`src/rtl/fmul_pkg.sv`:
```
// ---------------------------------------------------------------------------
// fmul_pkg
// Shared definitions for the iterative multiplier.
//   MODE_*  : encodings of the i_mode operand-signedness selector
//   state_t : control FSM states
// ---------------------------------------------------------------------------
package fmul_pkg;

    // Operand signedness selector. The fourth code (2'b11) carries no name of
    // its own: it is decoded exactly like MODE_UU.
    localparam logic [1:0] MODE_UU = 2'b00;
    localparam logic [1:0] MODE_SS = 2'b01;
    localparam logic [1:0] MODE_SU = 2'b10;

    typedef enum logic [1:0] {
        ST_IDLE = 2'd0,
        ST_RUN  = 2'd1,
        ST_FIN  = 2'd2
    } state_t;

endpackage

```
`src/rtl/fmul_sign_mag.sv`:
```
// ---------------------------------------------------------------------------
// fmul_sign_mag
// Conditional two's-complement negate. Used as abs() on operand capture and
// as the final sign fix-up of the product.
//   i_val [WIDTH-1:0] : value in
//   i_neg             : 1 = return -i_val (mod 2^WIDTH), 0 = pass through
//   o_val [WIDTH-1:0] : result
// ---------------------------------------------------------------------------
module fmul_sign_mag #(
    parameter int WIDTH = 8
) (
    input  logic [WIDTH-1:0] i_val,
    input  logic             i_neg,
    output logic [WIDTH-1:0] o_val
);

    // Taking -(-2^(WIDTH-1)) wraps back to 2^(WIDTH-1), which is exactly the
    // unsigned magnitude wanted when this is used as abs().
    assign o_val = i_neg ? (~i_val + WIDTH'(1)) : i_val;

endmodule

```
`src/rtl/fmul_iter.sv`:
```
// ---------------------------------------------------------------------------
// fmul_iter
// Iterative shift-add multiplier, one partial product per clock.
// IDLE -> RUN (W cycles) -> FIN -> IDLE; results appear W+2 cycles after the
// edge that accepts i_start.
//   i_clk, i_rst_n : clock, asynchronous active-low reset
//   i_start        : request, sampled only in IDLE
//   i_mode [1:0]   : 00 uxu, 01 sxs, 10 s(rd)xu(rr), 11 as 00
//   i_frac         : 1 = result shifted left by one
//   i_rd, i_rr     : multiplicand, multiplier
//   o_busy         : operation in progress (RUN or FIN)
//   o_done         : one-cycle pulse, results valid
//   o_r1, o_r0     : result high / low halves
//   o_c, o_z       : product MSB (before frac shift), result-is-zero
// ---------------------------------------------------------------------------
module fmul_iter
    import fmul_pkg::*;
#(
    parameter int W = 8
) (
    input  logic         i_clk,
    input  logic         i_rst_n,
    input  logic         i_start,
    input  logic [1:0]   i_mode,
    input  logic         i_frac,
    input  logic [W-1:0] i_rd,
    input  logic [W-1:0] i_rr,
    output logic         o_busy,
    output logic         o_done,
    output logic [W-1:0] o_r1,
    output logic [W-1:0] o_r0,
    output logic         o_c,
    output logic         o_z
);

    localparam int CW = $clog2(W) + 1;

    state_t             state_q, state_d;
    logic [2*W-1:0]     acc_q, acc_d;
    logic [W-1:0]       mcand_q, mcand_d;
    logic               neg_q, neg_d;
    logic               frac_q, frac_d;
    logic [CW-1:0]      cnt_q, cnt_d;
    logic [W-1:0]       r1_q, r1_d, r0_q, r0_d;
    logic               c_q, c_d, z_q, z_d, done_q, done_d;

    logic               neg_rd, neg_rr;
    logic [W-1:0]       mag_rd, mag_rr;
    logic [W:0]         sum;
    logic [2*W-1:0]     prod, res;

    // An operand is negative only when its mode treats it as signed and its
    // MSB is set; mode 11 falls into the unsigned case.
    assign neg_rd = ((i_mode == MODE_SS) || (i_mode == MODE_SU)) && i_rd[W-1];
    assign neg_rr = (i_mode == MODE_SS) && i_rr[W-1];

    fmul_sign_mag #(.WIDTH(W)) u_abs_rd (
        .i_val (i_rd),
        .i_neg (neg_rd),
        .o_val (mag_rd)
    );

    fmul_sign_mag #(.WIDTH(W)) u_abs_rr (
        .i_val (i_rr),
        .i_neg (neg_rr),
        .o_val (mag_rr)
    );

    fmul_sign_mag #(.WIDTH(2*W)) u_fix_sign (
        .i_val (acc_q),
        .i_neg (neg_q),
        .o_val (prod)
    );

    // Upper half accumulates the multiplicand when the current multiplier bit
    // (acc LSB) is set; the extra carry bit is shifted back in on the right.
    assign sum = {1'b0, acc_q[2*W-1:W]} + (acc_q[0] ? {1'b0, mcand_q} : '0);
    assign res = frac_q ? {prod[2*W-2:0], 1'b0} : prod;

    // State register
    always_ff @(posedge i_clk or negedge i_rst_n) begin
        if (!i_rst_n) begin
            state_q <= ST_IDLE;
        end else begin
            state_q <= state_d;
        end
    end

    // Next-state logic
    always_comb begin
        state_d = state_q;
        case (state_q)
            ST_IDLE: if (i_start) state_d = ST_RUN;
            ST_RUN:  if (cnt_q == CW'(W - 1)) state_d = ST_FIN;
            ST_FIN:  state_d = ST_IDLE;
            default: state_d = ST_IDLE;
        endcase
    end

    // FSM outputs
    always_comb begin
        o_busy = (state_q == ST_RUN) || (state_q == ST_FIN);
    end

    // Datapath next-state: capture in IDLE, iterate in RUN, publish in FIN
    always_comb begin
        acc_d   = acc_q;
        mcand_d = mcand_q;
        neg_d   = neg_q;
        frac_d  = frac_q;
        cnt_d   = cnt_q;
        r1_d    = r1_q;
        r0_d    = r0_q;
        c_d     = c_q;
        z_d     = z_q;
        done_d  = 1'b0;
        case (state_q)
            ST_IDLE: begin
                if (i_start) begin
                    mcand_d = mag_rd;
                    acc_d   = {{W{1'b0}}, mag_rr};
                    neg_d   = neg_rd ^ neg_rr;
                    frac_d  = i_frac;
                    cnt_d   = '0;
                end
            end
            ST_RUN: begin
                acc_d = {sum, acc_q[W-1:1]};
                cnt_d = cnt_q + CW'(1);
            end
            ST_FIN: begin
                r1_d   = res[2*W-1:W];
                r0_d   = res[W-1:0];
                c_d    = prod[2*W-1];
                z_d    = (res == '0);
                done_d = 1'b1;
            end
            default: ;
        endcase
    end

    // Datapath registers
    always_ff @(posedge i_clk or negedge i_rst_n) begin
        if (!i_rst_n) begin
            acc_q   <= '0;
            mcand_q <= '0;
            neg_q   <= 1'b0;
            frac_q  <= 1'b0;
            cnt_q   <= '0;
            r1_q    <= '0;
            r0_q    <= '0;
            c_q     <= 1'b0;
            z_q     <= 1'b0;
            done_q  <= 1'b0;
        end else begin
            acc_q   <= acc_d;
            mcand_q <= mcand_d;
            neg_q   <= neg_d;
            frac_q  <= frac_d;
            cnt_q   <= cnt_d;
            r1_q    <= r1_d;
            r0_q    <= r0_d;
            c_q     <= c_d;
            z_q     <= z_d;
            done_q  <= done_d;
        end
    end

    assign o_done = done_q;
    assign o_r1   = r1_q;
    assign o_r0   = r0_q;
    assign o_c    = c_q;
    assign o_z    = z_q;

endmodule

```
`config.mk`:
```
export PLATFORM = sky130hd
export DESIGN_NAME = fmul_iter
export DESIGN_NICKNAME = d
export VERILOG_FILES = /design/src/rtl/fmul_pkg.sv /design/src/rtl/fmul_sign_mag.sv /design/src/rtl/fmul_iter.sv
export SDC_FILE = /design/constraint.sdc
export NUM_CORES = 1
export LEC_CHECK = 0
export ABC_AREA = 1
export CORE_MARGIN = 8
export CORE_UTILIZATION = 45
export CTS_CLUSTER_SIZE = 28
export DETAILED_ROUTE_END_ITERATION = 12
export GPL_TIMING_DRIVEN = 0
export PLACE_DENSITY_LB_ADDON = 0.2
export REMOVE_ABC_BUFFERS = 1
export SLEW_MARGIN = 20
export SYNTH_ARGS = -nofsm -noshare
export SYNTH_HDL_FRONTEND = slang
export SYNTH_HIERARCHICAL = 1
export SYNTH_SLANG_ARGS = --single-unit
```
`constraint.sdc`:
```
create_clock -name i_clk -period 2.55 [get_ports i_clk]
set_input_delay 0.51 -clock i_clk [delete_from_list [all_inputs] [get_ports i_clk]]
set_output_delay 0.51 -clock i_clk [all_outputs]
set_load 0.05 [all_outputs]
```
==> results of run 1 <==
how the worst min path moves through the flow:
stage	start	to	slack (ns)	cells after the start
floorplan	i_rst_n	acc_q[0]	0.21	0
global placement	o_c	o_c	0.46	2
detailed placement	o_r0[5]	o_r0[5]	0.47	2
CTS	i_rst_n	acc_q[5]	0.25	1
global route	i_rst_n	state_q[0]	0.27	1
finish	i_rst_n	acc_q[5]	0.22	1
logic make-up after synthesis:
logic type               Yosys count  synth area share, %
AND/OR/NAND/NOR                  291                33.53
buffers and inverters             75                9.250
AO/OA/AOI/OAI                     52                8.865
flip-flops                        51                35.74
adder cells (fa/ha/maj)           17                6.167
XOR/XNOR                          16                3.924
multiplexers                       8                2.523
cells in the mapped netlist, drive strengths merged:
master | instances | area (um2)
o21a | 1 | 7.510
a22o | 1 | 8.760
buf | 13 | 97.59
nand3b | 6 | 45.04
clkinv | 2 | 7.510
o21bai | 1 | 18.77
a31oi | 17 | 106.4
or2 | 5 | 31.28
fa | 1 | 20.02
o21ai | 24 | 135.1
nand3 | 28 | 145.1
mux2 | 8 | 90.09
xor2 | 9 | 78.83
nor2 | 54 | 215.2
ha | 16 | 200.2
dfrtp | 51 | 1276
inv | 56 | 210.2
nand2 | 195 | 742.0
a21oi | 8 | 40.04
and3 | 1 | 6.260
nand4 | 2 | 12.51
clkbuf | 4 | 15.01
xnor2 | 7 | 61.31
cell type report:
| type | count | area [um2] | share of cell area [%] |
|---|---|---|---|
| Clock buffer | 5 | 68.82 | 1.675 |
| Clock inverter | 2 | 37.54 | 0.9138 |
| Inverter | 58 | 217.7 | 5.300 |
| Multi-Input combinational cell | 384 | 1972 | 48.00 |
| Sequential cell | 51 | 1276 | 31.07 |
| Tap cell | 102 | 127.6 | 3.107 |
| Timing Repair Buffer | 41 | 407.9 | 9.930 |
state kept, by name, summed over array words and instances, names as in the netlist:
name     cells
neg_q        1
o_z          1
o_done       1
o_c          1
state_q      2
cnt_q        4
mcand_q      8
frac_q       1
o_r0         8
acc_q       16
o_r1         8
worst register-to-register path, stage by stage, from the launching register on:
cell and delay, ns:
dfrtp_1 0.41, inv_1 0.08, ha_1 0.45, inv_2 0.19, o21ai_4 0.44, clkinv_1 0.39, a22o_1 0.30
through the flow:
step / total power, mW / hold WS [ns] / setup TNS (ns) / instances
3_5_place_dp: 4.863 / 0.4669 / -0.4884 / 636
4_1_cts: 5.436 / 0.2466 / 0 / 643
6_report: 5.382 / 0.2203 / 0 / 643
5_1_grt: 5.915 / 0.2703 / 0 / 643
3_3_place_gp: 4.777 / 0.4572 / -29.17 / 636
2_1_floorplan: 3.976 / 0.2144 / 0 / 493
power groups by stage:
stage               clock, mW  sequential, mW  combinational, mW
CTS                     0.569            1.55               3.32
floorplan                   0            1.95               2.02
detailed placement          0            1.56               3.30
global placement            0            1.55               3.23
global route            0.601            1.61               3.70
finish                  0.548            1.54               3.29
routing by layer:
| metal | up-vias | global-route usage [%] | wire, um |
|---|---|---|---|
| met5 | - | 0 | 0 |
| met4 | 0 | 3.772 | 80 |
| met3 | 6 | 2.948 | 306 |
| met2 | 60 | 26.20 | 3587 |
| met1 | 1433 | 15.52 | 3408 |
| li1 | 1668 | - | - |
==> results.yml, run 1 <==
pwr:
  swShare_pct: 50.63
  p_switching_mw: 2.725
  p_seq_share_pct: 28.7
  p_per_area_nw_per_um2: 1310
  p_comb_share_pct: 61.1
  peakVddDrop_uv: 340.4
  p_clk_share_pct: 10.2
  p_int_mw: 2.657
  p_leak_nw: 2.113
layout:
  fin_area_um2: 4108
  syn_to_final_growth_pct: 15.03
  final_core_util_pct: 53.16
  fillers: 757
  nets: 580
  layout_commonest_cell: "nand2_1"
  final_cell_mix: "191 x nand2_1, 54 x inv_1, 51 x dfrtp_1, 49 x nor2_1, 40 x clkdlybuf4s50_1"
  antenna_cells: 0
  drive_gt1_share_pct: 6.654
clock_network:
  cts.sinks: 51
  cts-buffers-inserted: 5
  cts_hold_buffers: 0
  clkTransAtPathRegs_ns: 0.10
  cts_max_level: 2
  post_cts_buffers: 0
  cts_root_buf: "clkbuf_8"
  insertion_delay_ns: 0.31
  cts_resized: 1
  cts_tree: "done"
  cts_buffer_depth: 2
floorplan:
  fp-row-count: 32
  die_w_um: 105.1
  fp.dieH_um: 105.1
  dieArea_um2: 11040
  start_util_pct: 46.21
  coreArea_um2: 7727
  num_io_pins: 42
place:
  port_buffers: 41
  place_area_um2: 3994
  dp_hpwl_um: 5886
  place_congestion: 0.8230
  post-place-ws_ns: -0.1305
synth:
  syn_avg_cell_area_um2: 7.002
  synth_seq_area_share_pct: 35.74
  syn_area_um2: 3571
  synth_seq_cells: 51
  yosys_warnings: 6
  synthCells: 510
  ys_types: 32
worst_setup_path:
  worstSetupPathDepth: 3
  critical_path_buf_inv_count: 2
  cp_slowest_stage_delay_ns: 0.80
  worstPathCellList: "inv_1, ha_1, clkdlybuf4s50_1"
  regToRegEndpoint: "acc_q[8]"
  path_max_fanout: 3
  setup.worst_path.start_class: "flop"
  r2r_cells: 6
  timing_worst_setup_path_type: "flop to output port"
  crit_start: "state_q[0]"
  arrival_ns: 1.85
  r2r-start: "state_q[1]"
  cp_slowest_cell: "clkdlybuf4s50_1"
  end_kind: "output port"
  worstSetupEndpoint: "o_busy"
  critPathTopFamily: "buffers and inverters"
  required_ns: 2.04
  r2r_slack_ns: 0.19
detailed_routing:
  drtAntennaViolNets: 0
  vias: 3167
  post_drt_wl_per_cell_um: 11.48
  drt_iter0_drc: 121
  drc: 0
  drt-total-wl_um: 7382
  vias_per_cell: 4.925
  dr.pass1.iters: 4
grt:
  antenna_found_initial: 0
  grt_pass1_vias: 3084
  grt_first_pass_wirelength_um: 13170
  grt_use_total_pct: 13.99
  overflow: 0
  grt_max_degree: 52
sta:
  period_minus_slack_ns: 2.364
  slew_headroom_pct: 35.00
  final.period_utilization_pct: 92.70
  fin_worst_skew_ns: 0.01213
  max_freq_mhz: 423.0
  final-setup-viol-count: 0
  drv_slew: 0
  setup_slack_ns: 0.1861
  hold_violations: 0
  worst_slew_pin_slew_ns: 0.9749
  rsz0062_at_grt: "no"
flow_run:
  drv_cap: 0
outcome:
  status: "complete, no violations"
hold_path:
  hold_path_class: "input port to async pin"
No activity file was read; power rests on OpenSTA's default activity.
==> run 2, diff against run 1 <==
Settings changed: GPL_TIMING_DRIVEN 0 to not set.
==> run 2 against run 1 <==
  * Via count is essentially flat
  * Cell count grew 1.2%
  * First-iteration DRC count grew 12%
  * Cell area grew 2.1%
  * Critical endpoint unchanged
  * Largest power group unchanged
==> results.yml, run 2 (synthesis results as in run 1) <==
layout:
  syn_to_final_growth_pct: 17.41
  top_register: "acc_q"
  nets: 587
  fillers: 751
  regArea_um2: 1276
  fin_area_um2: 4193
  largest_register_ffs: 16
  multi_input_area_um2: 1964
  final_cell_mix: "191 x nand2_1, 54 x inv_1, 51 x dfrtp_1, 49 x nor2_1, 40 x clkdlybuf4s50_1"
  layout_commonest_cell: "nand2_1"
  drive_gt1_share_pct: 8.015
  antenna_cells: 0
outcome:
  status: "complete, no violations"
clock_network:
  cts_tree: "done"
  post_cts_buffers: 0
  cts-buffers-inserted: 5
  cts_hold_buffers: 0
  cts_resized: 0
  insertion_delay_ns: 0.30
  clkTransAtPathRegs_ns: 0.09
  cts_root_buf: "clkbuf_8"
  cts_max_level: 2
  cts.sinks: 51
  cts_buffer_depth: 2
floorplan:
  fp.dieH_um: 105.1
  coreArea_um2: 7727
  die_w_um: 105.1
  start_util_pct: 46.21
  fp-row-count: 32
  num_io_pins: 42
  dieArea_um2: 11040
grt:
  grt_first_pass_wirelength_um: 13590
  antenna_found_initial: 0
  grt_pass1_vias: 3143
  overflow: 0
  grt_use_total_pct: 14.34
  grt_max_degree: 52
detailed_routing:
  dr.pass1.iters: 4
  vias: 3166
  drc: 0
  post_drt_wl_per_cell_um: 11.57
  drt_iter0_drc: 136
  vias_per_cell: 4.863
  drt-total-wl_um: 7531
  drtAntennaViolNets: 0
pwr:
  total_power_mw: 5.564
  p_int_mw: 2.809
  p_clk_share_pct: 12.0
  p_seq_share_pct: 26.9
  p_per_area_nw_per_um2: 1327
  p_comb_share_pct: 61.1
  p_switching_mw: 2.755
  peakVddDrop_uv: 422.1
  swShare_pct: 49.52
  p_leak_nw: 2.164
worst_setup_path:
  regToRegEndpoint: "o_z"
  r2r_slack_ns: 0.58
  arrival_ns: 1.86
  path_max_fanout: 3
  end_kind: "output port"
  r2r_cells: 14
  timing_worst_setup_path_type: "flop to output port"
  r2r-start: "acc_q[0]"
  required_ns: 2.04
  setup.worst_path.start_class: "flop"
sta:
  fin_worst_skew_ns: 0.002761
  final.period_utilization_pct: 93.02
  worst_slew_pin_slew_ns: 0.5969
  finalSetupTns_ns: 0
  slew_headroom_pct: 60.20
  final-setup-viol-count: 0
  period_minus_slack_ns: 2.372
  hold_violations: 0
  max_freq_mhz: 421.6
  drv_slew: 0
  rsz0062_at_grt: "no"
flow_run:
  drv_cap: 0
place:
  port_buffers: 41
  place_congestion: 0.8563
  place_area_um2: 4056
  dp_hpwl_um: 6017
hold_path:
  hold_path_class: "input port to async pin"
==> run 2: cell types whose count changed in the layout (fill, tap and decap cells not counted), sizes merged <==
cell    before  now
bufinv       1    2
buf          1    8
==> run 2: cell type report <==
type                            count  area share (%)
Multi-Input combinational cell    384           46.85
Sequential cell                    51           30.44
Timing Repair Buffer               48           11.22
Inverter                           58           5.192
Tap cell                          102           3.044
Clock buffer                        5           1.641
Clock inverter                      3           1.611
==> run 2: per-stage QoR <==
step / hold slack [ns] / setup slack [ns] / util [%] / instances
final: 0.1794 / 0.1780 / 54.26 / 651
after global placement: 0.4603 / 0.1127 / 52.49 / 643
after floorplan: 0.2144 / 0.4383 / - / 493
after CTS: 0.1886 / 0.1607 / 54.26 / 651
after global routing: 0.2104 / 0.1307 / 54.26 / 651
after detailed placement: 0.4679 / 0.06710 / 52.49 / 643
==> run 2: worst max path at each step <==
| stage | slack, ns | cells after the start | startpoint | endpoint |
|---|---|---|---|---|
| 5_1_grt | 0.13 | 3 | state_q[0] | o_busy |
| 2_1_floorplan | 0.44 | 6 | state_q[1] | acc_q[8] |
| 4_1_cts | 0.16 | 3 | state_q[0] | o_busy |
| 3_3_place_gp | 0.11 | 9 | i_mode[1] | mcand_q[2] |
| 6_report | 0.18 | 3 | state_q[0] | o_busy |
| 3_5_place_dp | 0.07 | 9 | i_mode[1] | mcand_q[2] |
==> run 2: power by group through the flow <==
stage	registers, mW	logic [mW]	clock network (mW)
final	1.50	3.40	0.670
after global routing	1.56	3.85	0.710
after detailed placement	1.52	3.42	0
after global placement	1.51	3.35	0
after CTS	1.50	3.43	0.686
after floorplan	1.95	2.02	0
==> run 2: metal layers <==
| metal | share of wire, % | GRT usage, % | wire length, um | up-vias |
|---|---|---|---|---|
| li1 | - | - | - | 1679 |
| met1 | 46 | 16.76 | 3427 | 1422 |
| met2 | 49 | 25.97 | 3674 | 60 |
| met3 | 4.7 | 2.518 | 356 | 5 |
| met4 | 0.98 | 4.383 | 74 | 0 |
| met5 | 0 | 0 | 0 | - |
==> run 2: critical path: stages, from the launching register on <==
cell and delay, ns:
dfrtp_1 0.39, inv_1 0.08, ha_1 0.29, clkdlybuf4s50_1 0.80
